==> src/rtl/wavetable.sv <==
// Wavetable oscillator read engine: divides clk by a programmable sample period,
// fetches one wavetable word per period over an address/strobe RAM port, and
// advances a 10-bit {rbank, RADDR} phase accumulator by 2^step_input per fetch.
// Optional feature macro: SUB_OSC_EN builds the sub-octave square output;
// without it SUB_OUT is tied low.
// Widths come from the global defines DATAWIDTH (default 16) and ADDRWIDTH (default 8).
//
// state    | meaning
// ---------+-----------------------------------------------------------
// S_IDLE   | waiting for a period tick
// S_WAIT   | one cycle with RADDR stable ahead of the strobe
// S_STROBE | final cycle before RCLK goes high (RCLK registered off this state)
// S_LATCH  | RCLK high; at its closing edge dout captures RDATA and the phase advances

`ifndef DATAWIDTH
`define DATAWIDTH 16
`endif
`ifndef ADDRWIDTH
`define ADDRWIDTH 8
`endif

module wavetable (
    input  logic                  clk,
    input  logic                  rst_n,
    input  logic [`DATAWIDTH-1:0] Fs_input,
    input  logic [2:0]            step_input,
    input  logic                  enable,
    input  logic [`DATAWIDTH-1:0] RDATA,
    output logic [`ADDRWIDTH-1:0] RADDR,
    output logic [1:0]            rbank,
    output logic                  RCLK,
    output logic [`DATAWIDTH-1:0] dout,
    output logic                  SUB_OUT
);

    localparam int DW = `DATAWIDTH;
    localparam int AW = `ADDRWIDTH;
    localparam int PW = AW + 2;

    typedef enum logic [1:0] {
        S_IDLE   = 2'd0,
        S_WAIT   = 2'd1,
        S_STROBE = 2'd2,
        S_LATCH  = 2'd3
    } state_t;

    state_t         state;
    state_t         state_nx;
    logic [DW-1:0]  cnt;
    logic           tick;
    logic           strobe_nx;
    logic           latch;
    logic [PW-1:0]  inc;
    logic [PW-1:0]  phase_nx;

    // Fs_input is compared live so a new period applies at the next compare.
    assign tick = enable && (cnt == Fs_input);

    // Shifts past the top of the accumulator simply fall off.
    assign inc      = PW'(1) << step_input;
    assign phase_nx = {rbank, RADDR} + inc;

    // Period counter: held at zero while disabled, wraps on tick.
    always_ff @(posedge clk or negedge rst_n) begin
        if (!rst_n) begin
            cnt <= '0;
        end else if (!enable || tick) begin
            cnt <= '0;
        end else begin
            cnt <= cnt + DW'(1);
        end
    end

    // Sequencer state register.
    always_ff @(posedge clk or negedge rst_n) begin
        if (!rst_n) begin
            state <= S_IDLE;
        end else begin
            state <= state_nx;
        end
    end

    // Next-state decode; ticks outside IDLE are dropped, giving a 4-clock minimum period.
    always_comb begin
        state_nx  = state;
        strobe_nx = 1'b0;
        latch     = 1'b0;
        case (state)
            S_IDLE:   if (tick) state_nx = S_WAIT;
            S_WAIT:   state_nx = S_STROBE;
            S_STROBE: begin
                state_nx  = S_LATCH;
                strobe_nx = 1'b1;
            end
            S_LATCH:  begin
                state_nx = S_IDLE;
                latch    = 1'b1;
            end
            default:  state_nx = S_IDLE;
        endcase
    end

    // RAM strobe: high for exactly the LATCH cycle, dropped asynchronously by reset.
    always_ff @(posedge clk or negedge rst_n) begin
        if (!rst_n) begin
            RCLK <= 1'b0;
        end else begin
            RCLK <= strobe_nx;
        end
    end

    // Capture the fetched word and advance the phase on the LATCH edge.
    always_ff @(posedge clk or negedge rst_n) begin
        if (!rst_n) begin
            dout  <= '0;
            RADDR <= '0;
            rbank <= '0;
        end else if (latch) begin
            dout           <= RDATA;
            {rbank, RADDR} <= phase_nx;
        end
    end

`ifdef SUB_OSC_EN
    logic [AW:0] addr_sum;

    // Carry out of the address field alone, independent of bank bits in the increment.
    assign addr_sum = {1'b0, RADDR} + {1'b0, inc[AW-1:0]};

    // Sub-octave square: toggles each time RADDR wraps.
    always_ff @(posedge clk or negedge rst_n) begin
        if (!rst_n) begin
            SUB_OUT <= 1'b0;
        end else if (latch && addr_sum[AW]) begin
            SUB_OUT <= ~SUB_OUT;
        end
    end
`else
    assign SUB_OUT = 1'b0;
`endif

endmodule

==> config.mk <==
export PLATFORM = sky130hd
export DESIGN_NAME = wavetable
export DESIGN_NICKNAME = d
export VERILOG_FILES = /design/src/rtl/wavetable.sv
export SDC_FILE = /design/constraint.sdc
export NUM_CORES = 1
export LEC_CHECK = 0
export ABC_AREA = 1
export ABC_CLOCK_PERIOD_IN_PS = 2000
export CAP_MARGIN = 40
export CORE_AREA = 2 2 77 79
export CTS_BUF_LIST = sky130_fd_sc_hd__clkbuf_16
export DETAILED_ROUTE_END_ITERATION = 10
export DIE_AREA = 0 0 79 81
export HOLD_SLACK_MARGIN = 0.12
export PLACE_DENSITY = 0.79
export SLEW_MARGIN = 10
export SYNTH_ARGS = -nofsm -noshare
export SYNTH_HDL_FRONTEND = slang
export SYNTH_SLANG_ARGS = --single-unit
==> constraint.sdc <==
create_clock -name clk -period 2 [get_ports clk]
set_input_delay 0.2 -clock clk [delete_from_list [all_inputs] [get_ports clk]]
set_output_delay 0.2 -clock clk [all_outputs]
set_load 0.005 [all_outputs]
**After elaboration in Yosys (flattened, before gate mapping)**

Index checks and enable logic that the tools add are counted.

- Register bits: 45
- Input port bits: 38
- Output and inout bits: 28
- Logic and storage cells: 23

- Add/subtract/negate cells: 2
- Equal/unequal tests: 5
- Shift-type cells: 1
- Multiplexer cells: 5
- Reduce and logical (&&, ||, !) cells: 4

Operators by type and width:

| cell | number |
|---|---|
| adder 16 x 1 -> 16 bit, second input constant | 1 |
| equality test 16 bit | 1 |
| 2-to-1 mux 16 bit | 1 |
| adder 10 bit | 1 |
| << shifter 1 x 3 -> 10 bit, first input constant | 1 |
| case mux 2 bit (4 select lines) | 1 |
| equality test 2 bit, second input constant | 2 |
| equality test 2 x 1 -> 1 bit, second input constant | 1 |
| zero test 2 bit | 1 |
| 2-to-1 mux 1 bit | 2 |
| 2-to-1 mux 2 bit | 1 |
| inequality test 2 bit, second input constant | 1 |
| logical AND 1 bit | 1 |
| zero test 1 bit | 1 |
| logical OR 1 bit | 1 |

**Longest topological paths before layout**

Gate-level depths: netlist of run 1.

- Word-level depth: 4
- Mapped depth: 12

**Least setup slack after synthesis of run 1**

OpenSTA, ideal clock, no wires.

- Path type: input -> register
- Start: in step_input[1]
- End: reg rbank[0]
- Library setup time: 117 ps
- Data arrival time: 1640 ps
- Data required time: 1883 ps
- Path slack: 244 ps
- Stages: 12
- Buffers on the path: 0
- Path through: nor3_1 ha_1 inv_1 fa_1 inv_1 nand2_1 nand2_1 o21ai_0 o31ai_1 nand2_1 nand2_1 nand2_1

- Word-level cells in the longest chain between the ends: 2

Ends and longest elaborated chain:

| item | line | text |
|---|---|---|
| from (decl) | 26 | `input logic [2:0] step_input,` |
| << shifter 1 x 3 -> 10 bit | 60 | `assign inc = PW'(1) << step_input;` |
| adder 10 bit | 61 | `assign phase_nx = {rbank, RADDR} + inc;` |
| to (signal assigned) | 120 | `{rbank, RADDR} <= phase_nx;` |
| to (decl) | 30 | `output logic [1:0] rbank,` |

Every way passes these cells.
A chain may end at the register's enable or synchronous reset.

**Final worst setup path of run 1**

- Start: in step_input[2]
- End: reg rbank[0]

The elaborated chain is that of the path after synthesis.

==> Implementation_results.wiki, run 1 <==
{| class="wikitable"
! Metric !! Value
|-
| Critical Path AT || 2.01 ns
|-
| Number of nets produced by synthesis || 423
|-
| Die span in y || 81 microns
|-
| DR vias/cell || 4.647
|-
| Syn-to-layout area delta || 37.69%
|-
| Final worst clock skew || 0.001879 ns
|-
| Proportion of register bits with asynchronous set or reset after synthesis || 100.0%
|-
| Total negative slack for setup checks || 0 ns
|-
| Post-CTS clock slew at the launch and capture registers of the worst setup and hold paths || 0.06 ns
|-
| Required time reported for the critical path endpoint || 2.17 ns
|-
| CORE AREA || 5675 sq um
|-
| Dominant cell type by count on the critical path || nand2_1
|-
| Antenna Diode Count || 0
|-
| Global-route wire length before repair || 9970 microns
|-
| # nets final || 503
|-
| Proportion of layout cells with a drive suffix above 1 || 11.73%
|-
| Minimum clock period || 1.841 ns
|-
| Tot GR Track Use || 19.36%
|-
| Number of placement rows || 28
|-
| Maximum number of pins on one net before global-route repair || 27
|-
| Crit-path max FO || 4
|-
| Number of maximum-capacitance constraint violations || 0
|-
| Routed Wire Length || 5817 microns
|-
| Outcome || finished clean
|-
| Mapped Cells || 371
|-
| Routability cong. || 0.8774
|-
| Final setup viols || 0
|-
| TritonCTS clock tree || yes
|-
| Post-route DRC violation count || 0
|-
| Initial standard-cell utilization of the core || 47.73%
|-
| Most common cell after layout, fill and taps aside || nand2_1
|-
| TritonCTS Buffers || 5
|-
| Area of the mapped netlist || 2709 sq um
|-
| Leakage component of the power || 1.855 nW
|-
| Total power per unit cell area || 1087 nW/um^2
|-
| Setup crit start kind || input pin
|-
| Crit path capture type || flip-flop
|-
| Commonest cells after routing, fill and taps aside || nand2_1, clkdlybuf4s50_1, inv_1
|-
| Largest stage delay on the critical path || 0.36 ns
|-
| Post-DR wirelength/cell || 11.04 microns
|-
| Library cell used as clock root buffer || clkbuf_16
|-
| Synth Register Bits || 45
|-
| Via Count || 2449
|-
| Source-to-sink clock delay at the later pin of the worst-skew pair || 0.28 ns
|-
| Number of different library cells in the post-synthesis netlist || 31
|-
| Share of the yosys chip area belonging to registers || 41.57%
|-
| Clock net sink count || 45
|-
| Synthesized area per cell || 7.301 sq um
|-
| Die ar. || 6399 sq um
|-
| Maximum count of clock buffers along a single path || 2
|-
| Overflow left after global routing || 0
|-
| Count of buffers inserted at the top-level ports || 64
|-
| Critical Path, Cell by Cell || dlygate4sd2_1 > nor3_2 > ha_2 > inv_1 > fa_1 > inv_1 > nand2_1 > nand2_1 > o21ai_1 > o31ai_2 > nand2_1 > nand2_1 > nand2_1
|-
| Number of nets with antenna violations after detailed routing || 0
|-
| Initial antenna violation count || 0
|-
| RSZ-0062 raised after global routing || no
|-
| Die boundary width || 79 microns
|-
| Most instantiated flip-flop cell in the synthesis netlist || dfrtp_1
|-
| Max IR drop VDD || 0.7863 mV
|-
| Drt initial violations || 72
|-
| Vias in the first global route || 2377
|-
| Peak clock frequency supported by timing || 543.3 MHz
|-
| Core occupancy in the finished layout || 65.72%
|-
| Max Slew Vio Count || 0
|-
| Library cell contributing the largest single delay on the critical path || fa_1
|-
| Number of enable-type register cells in the synthesized netlist || 0
|-
| Detailed-router iteration count before antenna repair || 4
|-
| DPL Wire Length || 4428 microns
|-
| Ports placed on the boundary || 66
|-
| Final cycle utilization of the critical path || 92.03%
|-
| Maximum level of the CTS H-tree || 2
|-
| Startpoint-to-endpoint class of the critical path || input pin to flip-flop
|-
| Yosys Warn Count || 0
|-
| Hold crit path type || input pin to async pin
|-
| Final Hold Violating Endpoints || 0
|}
state kept, by name, summed over array words and instances, names as in the netlist:
signal  count
RADDR       8
cnt        16
rbank       2
dout       16
RCLK        1
state       2
cell families (layout without fill, tap and decap cells):
kind of cell / after synthesis / in the layout / share of synthesized area [%]
xor gates and xnor gates: 10 / 10 / 3.233
buffers and inverters: 56 / 137 / 8.545
AOI/OAI and AO/OA: 23 / 23 / 4.619
adders and majority gates: 14 / 14 / 6.744
other: 1 / 1 / 0.1384
DFF: 45 / 45 / 41.57
and+or+nand+nor: 222 / 222 / 35.15
per-stage QoR:
| stage | std cells | instance area (sq um) | setup WS, ns | total power [W] | hold WS (ns) |
|---|---|---|---|---|---|
| floorplan | 371 | 2709 | 0.2436 | 0.002138 | -0.09559 |
| global placement | 518 | 3516 | -0.3430 | 0.002974 | 0.1977 |
| detailed placement | 518 | 3516 | -0.4319 | 0.003025 | 0.1958 |
| CTS | 527 | 3725 | 0.1044 | 0.004100 | 0.4288 |
| global route | 527 | 3730 | 0.01362 | 0.004362 | 0.4793 |
| finish | 527 | 3730 | 0.1594 | 0.004053 | 0.4322 |
power breakdown:
part / switching [W] / total, W / leakage, nW / internal [W]
registers: 0.000209 / 0.00141 / 0.578 / 0.00120
logic: 0.000724 / 0.00160 / 1.18 / 0.000877
clock network: 0.000330 / 0.00104 / 0.0938 / 0.000713
path summary, 6_finish.rpt:
check                           cells past startpoint       end  slack [ns]          start
worst max-delay path                               13  rbank[0]        0.16  step_input[2]
worst min-delay path                                2   dout[0]        0.43          rst_n
worst max register to register                     11  rbank[0]        0.17       RADDR[0]
worst min register to register                      2   dout[6]        0.47        dout[6]
max in group asynchronous                           3    cnt[1]        1.07          rst_n
min in group clk                                    3  dout[14]        0.45      RDATA[14]
timing repair:
item,CTS,global route
hold buffers,1,0
endpoints found under the hold margin,19,0
resized for setup,7,2
setup buffers,0,0
pin swaps,3,1
setup endpoints to repair,3,2
metal layers:
layer	vias to the layer above	GRT usage [%]	routed length [microns]
li1	1292	-	-
met1	1104	24.82	2715
met2	51	33.39	2760
met3	2	4.778	325
met4	0	4.310	16
met5	-	0	0
critical path: cells and delay by family:
family,cells,cell delay (ns)
AND/OR/NAND/NOR,6,0.50
buffers and inverters,3,0.41
AO/OA/AOI/OAI,2,0.35
adder cells (fa/ha/maj),2,0.56
cell type report:
type / count / area (sq um)
well taps: 75 / 93.84
flip-flops and latches: 45 / 1126
fillers: 509 / 1946
clock buffers: 5 / 125.1
multi-input cells: 270 / 1369
repair buffers: 80 / 767.0
inverters: 49 / 183.9
clock inverters: 3 / 65.06
Yosys cell counts, drive strengths merged (2+ instances only):
cell type,instances,share of area [%]
clkbuf,4,0.55
nor3,15,3.2
a31oi,2,0.46
xor2,8,2.6
xnor2,2,0.65
ha,13,6.0
o21ai,11,2.0
nand3,12,2.4
a21oi,7,1.3
dfrtp,45,42
inv,49,6.8
nand2,152,22
nor2,39,6.9
or2,2,0.46
buf,3,1.2
(Power assumes the default switching activity.)
==> inputs of run 2 (changes only) <==
- ABC_CLOCK_PERIOD_IN_PS: 2000 -> 1660
- CORE_AREA: 2 2 77 79 -> 2 2 81 83
- DIE_AREA: 0 0 79 81 -> 0 0 83 85
- PLACE_DENSITY: 0.79 -> 0.75
- clock period: 2 -> 1.66 ns (I/O delays scaled with it)
==> Implementation_results.wiki, run 2 (synthesis results as in run 1) <==
{| class="wikitable"
! Metric !! Value
|-
| Max Slew Vio Count || 0 (unchanged)
|-
| Final worst clock skew || 0.005635 ns (+0.003756 ns)
|-
| Worst path bufs/invs || 3 (unchanged)
|-
| TritonCTS Buffers || 5 (unchanged)
|-
| Largest registers || cnt (16), dout (16), RADDR (8)
|-
| Startpoint-to-endpoint class of the critical path || flip-flop to flip-flop
|-
| Least setup slack across all paths after layout || -0.1424 ns (-0.3018 ns)
|-
| Max IR drop VDD || 0.8986 mV (+14%)
|-
| Ports placed on the boundary || 66 (unchanged)
|-
| Critical Path, Cell by Cell || ha_2 > inv_2 > fa_2 > inv_2 > nand2_2 > nand2_2 > o21ai_4 > buf_4 > or2_4 > a31oi_1
|-
| Number of nets with antenna violations after detailed routing || 0 (unchanged)
|-
| Outcome || finished with violations
|-
| Final Hold Violating Endpoints || 0 (unchanged)
|-
| Drt initial violations || 93 (+29%)
|-
| Largest stage delay on the critical path || 0.37 ns (about the same)
|-
| Crit path capture type || flip-flop
|-
| Global-route wire length before repair || 11140 microns (+12%)
|-
| Worst Hold Slack || 0.4048 ns (-0.02740 ns)
|-
| Placed Area || 3575 sq um (+1.7%)
|-
| GRT met3 Usage || 4.475% (-0.30 points)
|-
| Die boundary width || 83 microns (+5.1%)
|-
| Post-route DRC violation count || 0 (unchanged)
|-
| Total negative slack for setup checks || -0.3832 ns (-0.3832 ns)
|-
| Tot GR Track Use || 19.01% (-0.35 points)
|-
| Maximum number of pins on one net before global-route repair || 46 (+70%)
|-
| Clock power share || 22.8% (-2.9 points)
|-
| DR vias/cell || 4.822 (+3.8%)
|-
| DPL Wire Length || 4642 microns (+4.8%)
|-
| Detailed-router iteration count before antenna repair || 4 (unchanged)
|-
| Number of placement rows || 29 (+3.6%)
|-
| Leakage component of the power || 1.921 nW (+3.6%)
|-
| Initial antenna violation count || 0 (unchanged)
|-
| Setup crit start kind || flip-flop
|-
| Routed Wire Length || 6501 microns (+12%)
|-
| Via Count || 2628 (+7.3%)
|-
| Combinational fraction of design power || 43.4% (+3.9 points)
|-
| Syn-to-layout area delta || 43.70%
|-
| Proportion of layout cells with a drive suffix above 1 || 19.02% (+7.3 points)
|-
| M1 GR Usage || 21.92% (-2.9 points)
|-
| Post-CTS clock slew at the launch and capture registers of the worst setup and hold paths || 0.07 ns (about the same)
|-
| Top Usage Layer GRT || met2
|-
| Minimum setup slack after placement || -0.6148 ns (-0.1829 ns)
|-
| Maximum count of clock buffers along a single path || 2 (unchanged)
|-
| Die span in y || 85 microns (+4.9%)
|-
| Antenna Diode Count || 0 (unchanged)
|-
| Routability cong. || 0.8596 (-2.0%)
|-
| Required time reported for the critical path endpoint || 1.87 ns (-0.30 ns)
|-
| Critical Path AT || 2.02 ns (about the same)
|-
| Peak clock frequency supported by timing || 554.8 MHz
|-
| Final setup viols || 3 (+3)
|-
| RSZ-0062 raised after global routing || yes
|-
| Die ar. || 7055 sq um (+10%)
|-
| TritonCTS clock tree || yes
|-
| Library cell contributing the largest single delay on the critical path || dfrtp_1
|-
| Commonest cells after routing, fill and taps aside || nand2_1, clkdlybuf4s50_1, dfrtp_1
|-
| Vias in the first global route || 2673 (+12%)
|-
| Minimum clock period || 1.802 ns
|-
| Final cycle utilization of the critical path || 108.6%
|-
| Library cell used as clock root buffer || clkbuf_16
|-
| Filler cell count in the final layout || 532 (+4.5%)
|-
| CP top delay family || adder cells
|-
| Initial standard-cell utilization of the core || 43.66% (-4.1 points)
|-
| Switching power summed over all nets || 0.001646 W (+30%)
|-
| Source-to-sink clock delay at the later pin of the worst-skew pair || 0.29 ns (about the same)
|-
| CORE AREA || 6205 sq um (+9.3%)
|-
| Count of buffers inserted at the top-level ports || 64 (unchanged)
|-
| Cell Int Power || 0.003342 W (+20%)
|-
| Total non-filler cell area in the finished layout || 3892 sq um (+4.4%)
|-
| Crit-path max FO || 3 (-1)
|-
| Maximum level of the CTS H-tree || 2 (unchanged)
|-
| Post-DR wirelength/cell || 11.93 microns (+8.1%)
|-
| # nets final || 519 (+3.2%)
|-
| Clock net sink count || 45 (unchanged)
|-
| Switching part of the total || 33.00% (+1.8 points)
|-
| Total power per unit cell area || 1282 nW/um^2 (+18%)
|-
| Number of maximum-capacitance constraint violations || 0 (unchanged)
|-
| Overflow left after global routing || 0 (unchanged)
|-
| Violated checks || setup timing
|-
| Hold crit path type || input pin to async pin
|-
| Grt met2 use || 34.97% (+1.6 points)
|-
| Most common cell after layout, fill and taps aside || nand2_1
|-
| Power share of the sequential group || 33.8% (-1.0 points)
|}
## run 2: layout make-up
class                      count  area (sq um)  area share (%)
sequential                    45          1127           28.96
timing repair buffer          96         879.6           22.60
clock buffer                   5         125.1           3.214
clock inverter                 3         46.29           1.189
multi-input combinational    270          1434           36.84
tap                           77         96.34           2.475
inverter                      49         183.9           4.725
## run 2: worst paths after layout
path	startpoint	to	slack [ns]	cells after the start
worst max-delay path	RADDR[0]	RADDR[4]	-0.14	10
worst min-delay path	rst_n	dout[14]	0.40	3
worst max register to register	RADDR[0]	RADDR[4]	-0.14	10
worst min register to register	dout[5]	dout[5]	0.47	2
max in group asynchronous	rst_n	cnt[1]	1.01	3
min in group clk	RDATA[0]	dout[0]	0.41	3
## run 2: what timing repair did
action / CTS / global route
pin swaps: 4 / 11
resized for setup: 9 / 21
buffers inserted: 5 / 6
hold endpoints to repair: 45 / 0
hold buffers: 1 / 0
setup endpoints to repair: 7 / 9
## run 2: tightest hold or removal path, cell delays in order
cell and delay [ns]:
dlygate4sd3_1 0.53, buf_2 0.13, buf_12 0.24
## run 2: layer usage
metal,routed length (microns),part of all wire (%)
met3,259,4.0
met1,2889,44
met4,123,1.9
met5,0,0
met2,3229,50
## run 2: metrics by stage
step,instances,power [W],utilization (%)
floorplan,371,0.002590,-
finish,545,0.004988,62.73
global placement,525,0.003647,57.61
global route,545,0.005352,62.73
CTS,539,0.004923,61.20
detailed placement,525,0.003732,57.61
## run 2: power groups by stage
stage / logic, W / registers [W] / clock network (W)
after global routing: 0.00242 / 0.00173 / 0.00121
final: 0.00216 / 0.00168 / 0.00114
after detailed placement: 0.00204 / 0.00170 / 0
after CTS: 0.00207 / 0.00169 / 0.00116
after floorplan: 0.000900 / 0.00169 / 0
after global placement: 0.00196 / 0.00169 / 0
==> inputs of run 3 (changes only) <==
- CTS_BUF_LIST: sky130_fd_sc_hd__clkbuf_16 -> unset
==> Implementation_results.wiki, run 3 (synthesis results as in run 1) <==
{| class="wikitable"
! Metric !! Value
|-
| Filler cell count in the final layout || 543 (+2.1%)
|-
| Final cell count without fillers || 541 (-0.73%)
|-
| Crit path capture type || flip-flop
|-
| Tot GR Track Use || 18.81% (-0.20 points)
|-
| Most common cell after layout, fill and taps aside || nand2_1
|-
| Routed Wire Length || 6388 microns (-1.7%)
|-
| Total non-filler cell area in the finished layout || 3827 sq um (-1.7%)
|-
| Die span in y || 85 microns (unchanged)
|-
| Power share of the sequential group || 36.2% (+2.4 points)
|-
| Worst R2R Start || RADDR[0]
|-
| Number of placement rows || 29 (unchanged)
|-
| Die ar. || 7055 sq um (unchanged)
|-
| Number of maximum-capacitance constraint violations || 0 (unchanged)
|-
| Final cycle utilization of the critical path || 105.5% (-3.1 points)
|-
| Outcome || finished with violations
|-
| Die boundary width || 83 microns (unchanged)
|-
| Final worst clock skew || 0.009545 ns (+0.003910 ns)
|-
| Antenna Diode Count || 0 (unchanged)
|-
| TritonCTS Buffers || 5 (unchanged)
|-
| Startpoint-to-endpoint class of the critical path || flip-flop to flip-flop
|-
| Minimum clock period || 1.751 ns (-0.05175 ns)
|-
| Global-route wire length before repair || 11010 microns (-1.2%)
|-
| Required time reported for the critical path endpoint || 1.86 ns (about the same)
|-
| CORE AREA || 6205 sq um (unchanged)
|-
| Cell Int Power || 0.003058 W (-8.5%)
|-
| Drt initial violations || 86 (-7.5%)
|-
| Routability cong. || 0.8596 (unchanged)
|-
| # nets final || 515 (-0.77%)
|-
| Proportion of layout cells with a drive suffix above 1 || 18.53% (-0.48 points)
|-
| Final Hold Violating Endpoints || 0 (unchanged)
|-
| Count of buffers inserted at the top-level ports || 64 (unchanged)
|-
| Setup crit start kind || flip-flop
|-
| Detailed-router iteration count before antenna repair || 4 (unchanged)
|-
| Post-CTS clock slew at the launch and capture registers of the worst setup and hold paths || 0.09 ns (+0.02 ns)
|-
| Post-DR wirelength/cell || 11.81 microns (-1.0%)
|-
| Maximum level of the CTS H-tree || 2 (unchanged)
|-
| Termination of the worst setup path || rbank[0]
|-
| Critical Path AT || 1.95 ns (-0.07 ns)
|-
| Source-to-sink clock delay at the later pin of the worst-skew pair || 0.30 ns (about the same)
|-
| Sequential cell area || 1127 sq um (unchanged)
|-
| Clock net sink count || 45 (unchanged)
|-
| Library cell used as clock root buffer || clkbuf_8
|-
| Switching power summed over all nets || 0.001614 W (-1.9%)
|-
| Peak clock frequency supported by timing || 571.2 MHz (+3.0%)
|-
| Crit-path max FO || 4 (+1)
|-
| R2R Path End || rbank[0]
|-
| Final setup viols || 2 (-1)
|-
| Clock power share || 18.2% (-4.6 points)
|-
| Largest registers || cnt (16), dout (16), RADDR (8)
|-
| DR vias/cell || 4.808 (-0.30%)
|-
| Ports placed on the boundary || 66 (unchanged)
|-
| Least setup slack across all paths after layout || -0.09061 ns (+0.05175 ns)
|-
| TritonCTS clock tree || yes
|-
| Cell total after placement || 525 (unchanged)
|-
| Max IR drop VDD || 0.8353 mV (-7.0%)
|-
| Via Count || 2601 (-1.0%)
|-
| Leakage component of the power || 1.879 nW (-2.2%)
|-
| Initial standard-cell utilization of the core || 43.66% (unchanged)
|-
| Total power per unit cell area || 1221 nW/um^2 (-4.7%)
|-
| DPL Wire Length || 4642 microns (unchanged)
|-
| Max Slew Vio Count || 0 (unchanged)
|-
| Footprint of the multi-input gates || 1451 sq um (+1.2%)
|-
| Post-route DRC violation count || 0 (unchanged)
|-
| Vias in the first global route || 2648 (-0.94%)
|-
| Switching part of the total || 34.55% (+1.5 points)
|-
| Violated checks || setup timing
|-
| Initial antenna violation count || 0 (unchanged)
|-
| Number of nets with antenna violations after detailed routing || 0 (unchanged)
|-
| Maximum number of pins on one net before global-route repair || 46 (unchanged)
|-
| Logic depth of the worst register-to-register path || 11 (+1)
|-
| Overflow left after global routing || 0 (unchanged)
|-
| Combinational fraction of design power || 45.7% (+2.3 points)
|-
| RSZ-0062 raised after global routing || yes
|-
| Syn-to-layout area delta || 41.29%
|-
| Start point of the critical path || RADDR[0]
|-
| Commonest cells after routing, fill and taps aside || nand2_1, clkdlybuf4s50_1, dfrtp_1, inv_1, buf_4
|-
| Maximum count of clock buffers along a single path || 2 (unchanged)
|-
| Hold crit path type || input pin to async pin
|-
| Flop2flop setup slack || -0.09 ns (+0.05 ns)
|-
| Placed Area || 3575 sq um (unchanged)
|}
[run 3: cell count changes in the layout (fill, tap and decap cells not counted), sizes merged]
cell	previous run	this run
dlygate4sd2	1	2
buf	32	28
clkbuf	7	6
[run 3: layout make-up]
cell class	count	share of cell area, %
Multi-Input combinational cell	270	37.92
Timing Repair Buffer	92	22.29
Clock inverter	3	1.210
Tap cell	77	2.517
Inverter	49	4.805
Clock buffer	5	1.798
Sequential cell	45	29.45
[run 3: worst max-delay path, cell delays in order (launching register included)]
cell and delay, ns:
dfrtp_1 0.39, ha_2 0.20, inv_2 0.04, fa_2 0.34, inv_2 0.07, nand2_2 0.06
nand2_2 0.07, o21ai_4 0.07, o31ai_2 0.22, nand2_1 0.08, nand2_1 0.06, nand2_1 0.05
[run 3: how the worst min path moves through the flow]
| stage | from | end | slack (ns) | cells after the start |
|---|---|---|---|---|
| after detailed placement | rst_n | RADDR[6] | 0.17 | 2 |
| after floorplan | rst_n | RADDR[0] | -0.13 | 0 |
| final | rst_n | dout[14] | 0.39 | 3 |
| after global routing | rst_n | dout[14] | 0.39 | 3 |
| after global placement | rst_n | RADDR[6] | 0.16 | 2 |
| after CTS | rst_n | RADDR[6] | 0.36 | 3 |
[run 3: metrics by stage]
step	worst slack (ns)	total power (W)	hold slack, ns	utilization (%)	setup TNS (ns)
floorplan	0.002756	0.002590	-0.1296	-	0
global placement	-0.5550	0.003647	0.1647	57.61	-3.404
detailed placement	-0.6148	0.003732	0.1720	57.61	-3.988
CTS	-0.06229	0.004639	0.3614	60.29	-0.09913
global route	-0.1945	0.005038	0.3947	61.69	-0.4237
finish	-0.09061	0.004672	0.3855	61.69	-0.1312
[run 3: power by group through the flow]
stage	logic [W]	clock network, W	registers, W
CTS	0.00207	0.000887	0.00168
global route	0.00239	0.000915	0.00173
detailed placement	0.00204	0	0.00170
global placement	0.00196	0	0.00169
finish	0.00213	0.000849	0.00169
floorplan	0.000900	0	0.00169
[run 3: what timing repair did]
item | CTS | global route
setup endpoints to repair | 7 | 8
hold buffers | 1 | 0
gates resized for setup | 9 | 20
hold endpoints to repair | 45 | 0
buffers inserted | 5 | 2
pin swaps | 4 | 4
[run 3: metal layers]
metal  vias up  part of all wire, %  track usage (%)
met5         -                    0                0
met4         0                  1.8            6.706
met3        10                  4.7            4.669
met2        60                   49            33.94
met1      1217                   45            21.76
li1       1314                    -                -
==> patch (flow settings as in run 3) <==
The macro `ADDRWIDTH` goes from 8 to 9. Comments in the files are not updated.
--- a/src/rtl/wavetable.sv
+++ b/src/rtl/wavetable.sv
@@ -17,5 +17,5 @@
 `endif
 `ifndef ADDRWIDTH
-`define ADDRWIDTH 8
+`define ADDRWIDTH 9
 `endif
 
Interface: changed (resized RADDR); port bits go from 66 to 67. The function was not compared with the original's and may differ.
==> patch against run 3 <==
- utilization down 1.3 points
- power down 4.5%
- worst setup slack better by 0.048 ns
- global-route usage down 1.0 points
- wire length down 6.3%
- critical path type unchanged
- largest cell class unchanged
- area after synthesis up 0.74%
- worst hold slack worse by 0.011 ns
- via count down 4.6%
- final area down 2.2%
- critical endpoint is now RADDR[8]
- sequential cell count up 1
- the flow still finishes with violations (setup timing)
==> patch: results (changes against run 3) <==
Status
  – Status: complete, but fails checks
  – Failing checks: setup timing

Cells and area
  – NonClk Buf Share: 22.1% (-0.24 points)
  – Largest regs: cnt x16, dout x16, RADDR x9
  – Register area: 1150 µm² (+2.2%)
  – Non-clk bufs: 88 (-4.3%)
  – Seq Cell Count: 46 (+2.2%)
  – Clock buffer count: 6 (+1)
  – Inverters: 51 (+4.1%)
  – Fraction of area in multi-input gates: 37.2% (-0.73 points)
  – Nets: 511 (-0.78%)
  – Comb_multi_in: 267 (-1.1%)
  – Layout cells sized above 1: 14.1% (-4.4 points)
  – Fillers: 565 (+4.1%)
  – Util after Layout: 60.4% (-1.3 points)

Global route
  – Vias in the first global route: 2375 (-10%)
  – First-pass GRT wire length: 10.3 mm (-6.5%)
  – Met1 Use GR: 21.9% (+0.14 points)
  – Largest net degree at the start of global routing: 47 (+2.2%)
  – GRT Util Overall: 17.8% (-1.0 points)
  – GR Layer Usage met3: 4.57% (-0.097 points)

Synth
  – Syn nets: 423 (unchanged)
  – Post-synthesis sequential area ratio: 42.2% (+0.61 points)
  – Area contributors post-synth: dfrtp_1 (42%), nand2_1 (20%), inv_1 (6.6%)
  – Yosys cell types: 34 (+9.7%)
  – Synth cell count leaders: nand2_1 (146), inv_1 (48), dfrtp_1 (46)

Timing
  – Post-Route Skew: 0.00830 ns (-0.00124 ns)
  – Final setup margin: -0.0430 ns (+0.0476 ns)
  – Setup violators final: 2 (unchanged)

Pwr
  – Largest vdd supply drop: 0.726 mV (-13%)
  – Pleak: 0.00191 µW (+1.5%)

Placed design
  – GPL Wtd Cong: 0.862 (+0.29%)
  – Post-DP HPWL: 4.43 mm (-4.6%)
  – IO buf count: 65 (+1.6%)
  – Cell Area, Placed: 3580 µm² (+0.14%)

Drt
  – Drt total wl: 5.99 mm (-6.3%)
  – DRT met1 WL: 2.70 mm (-5.8%)
  – DR iter-0 viols: 72 (-16%)
  – Via count: 2482 (-4.6%)
  – Routed length on met3: 282 µm (-5.7%)

Worst setup path
  – Arrival @ worst endpoint: 1.89 ns (-0.06 ns)
==> patch: report_power, final <==
part	internal (µW)	switching, µW
combinational	1140	943
sequential	1470	237
clock	298	377
total	2900	1560
==> patch: cells by family (layout without fill, tap and decap cells) <==
family,Yosys count,in the layout,synth area share (%)
flip-flops,46,46,42.2
AND/OR/NAND/NOR,218,218,34.4
other,1,1,0.137
AO/OA/AOI/OAI,24,24,4.81
buffers and inverters,58,147,8.57
adder cells (fa/ha/maj),14,14,6.69
XOR/XNOR,10,10,3.21
==> patch: what timing repair did <==
| action | 4_1_cts | 5_1_grt |
|---|---|---|
| cloned | 0 | 0 |
| setup endpoints to repair | 9 | 9 |
| gates resized for setup | 8 | 15 |
| pin swaps | 0 | 5 |
| hold buffers | 1 | 0 |
| endpoints found under the hold margin | 46 | 0 |
| buffers inserted | 1 | 3 |
==> patch: critical path, stage by stage (launching register included) <==
cell and delay (ns):
dfrtp_1 0.37, ha_2 0.19, inv_2 0.04, fa_2 0.37, o21ai_2 0.17, nand2_1 0.08, nand2_2 0.07, nand2_2 0.05
nand2_2 0.08, nand2_1 0.05, nand2_1 0.07, nand2_1 0.05
==> patch: path summary, 6_finish.rpt <==
path                                  to  slack (ns)  cells after the start
worst min register to register   dout[3]        0.47                      2
min in group clk                 dout[1]        0.39                      3
max in group asynchronous         cnt[0]        1.04                      3
worst max register to register  RADDR[8]       -0.04                     11
worst max-delay path            RADDR[8]       -0.04                     11
worst min-delay path            RADDR[7]        0.37                      3
==> patch: stage by stage <==
step                TNS [ns]  worst slack [ns]  instances  power [µW]
finish               -0.0534           -0.0430        537        4460
global route          -0.436            -0.158        537        4840
CTS                        0           0.00978        534        4480
detailed placement     -4.65            -0.612        524        3750
global placement       -3.87            -0.525        524        3690
floorplan                  0           0.00938        371        2620
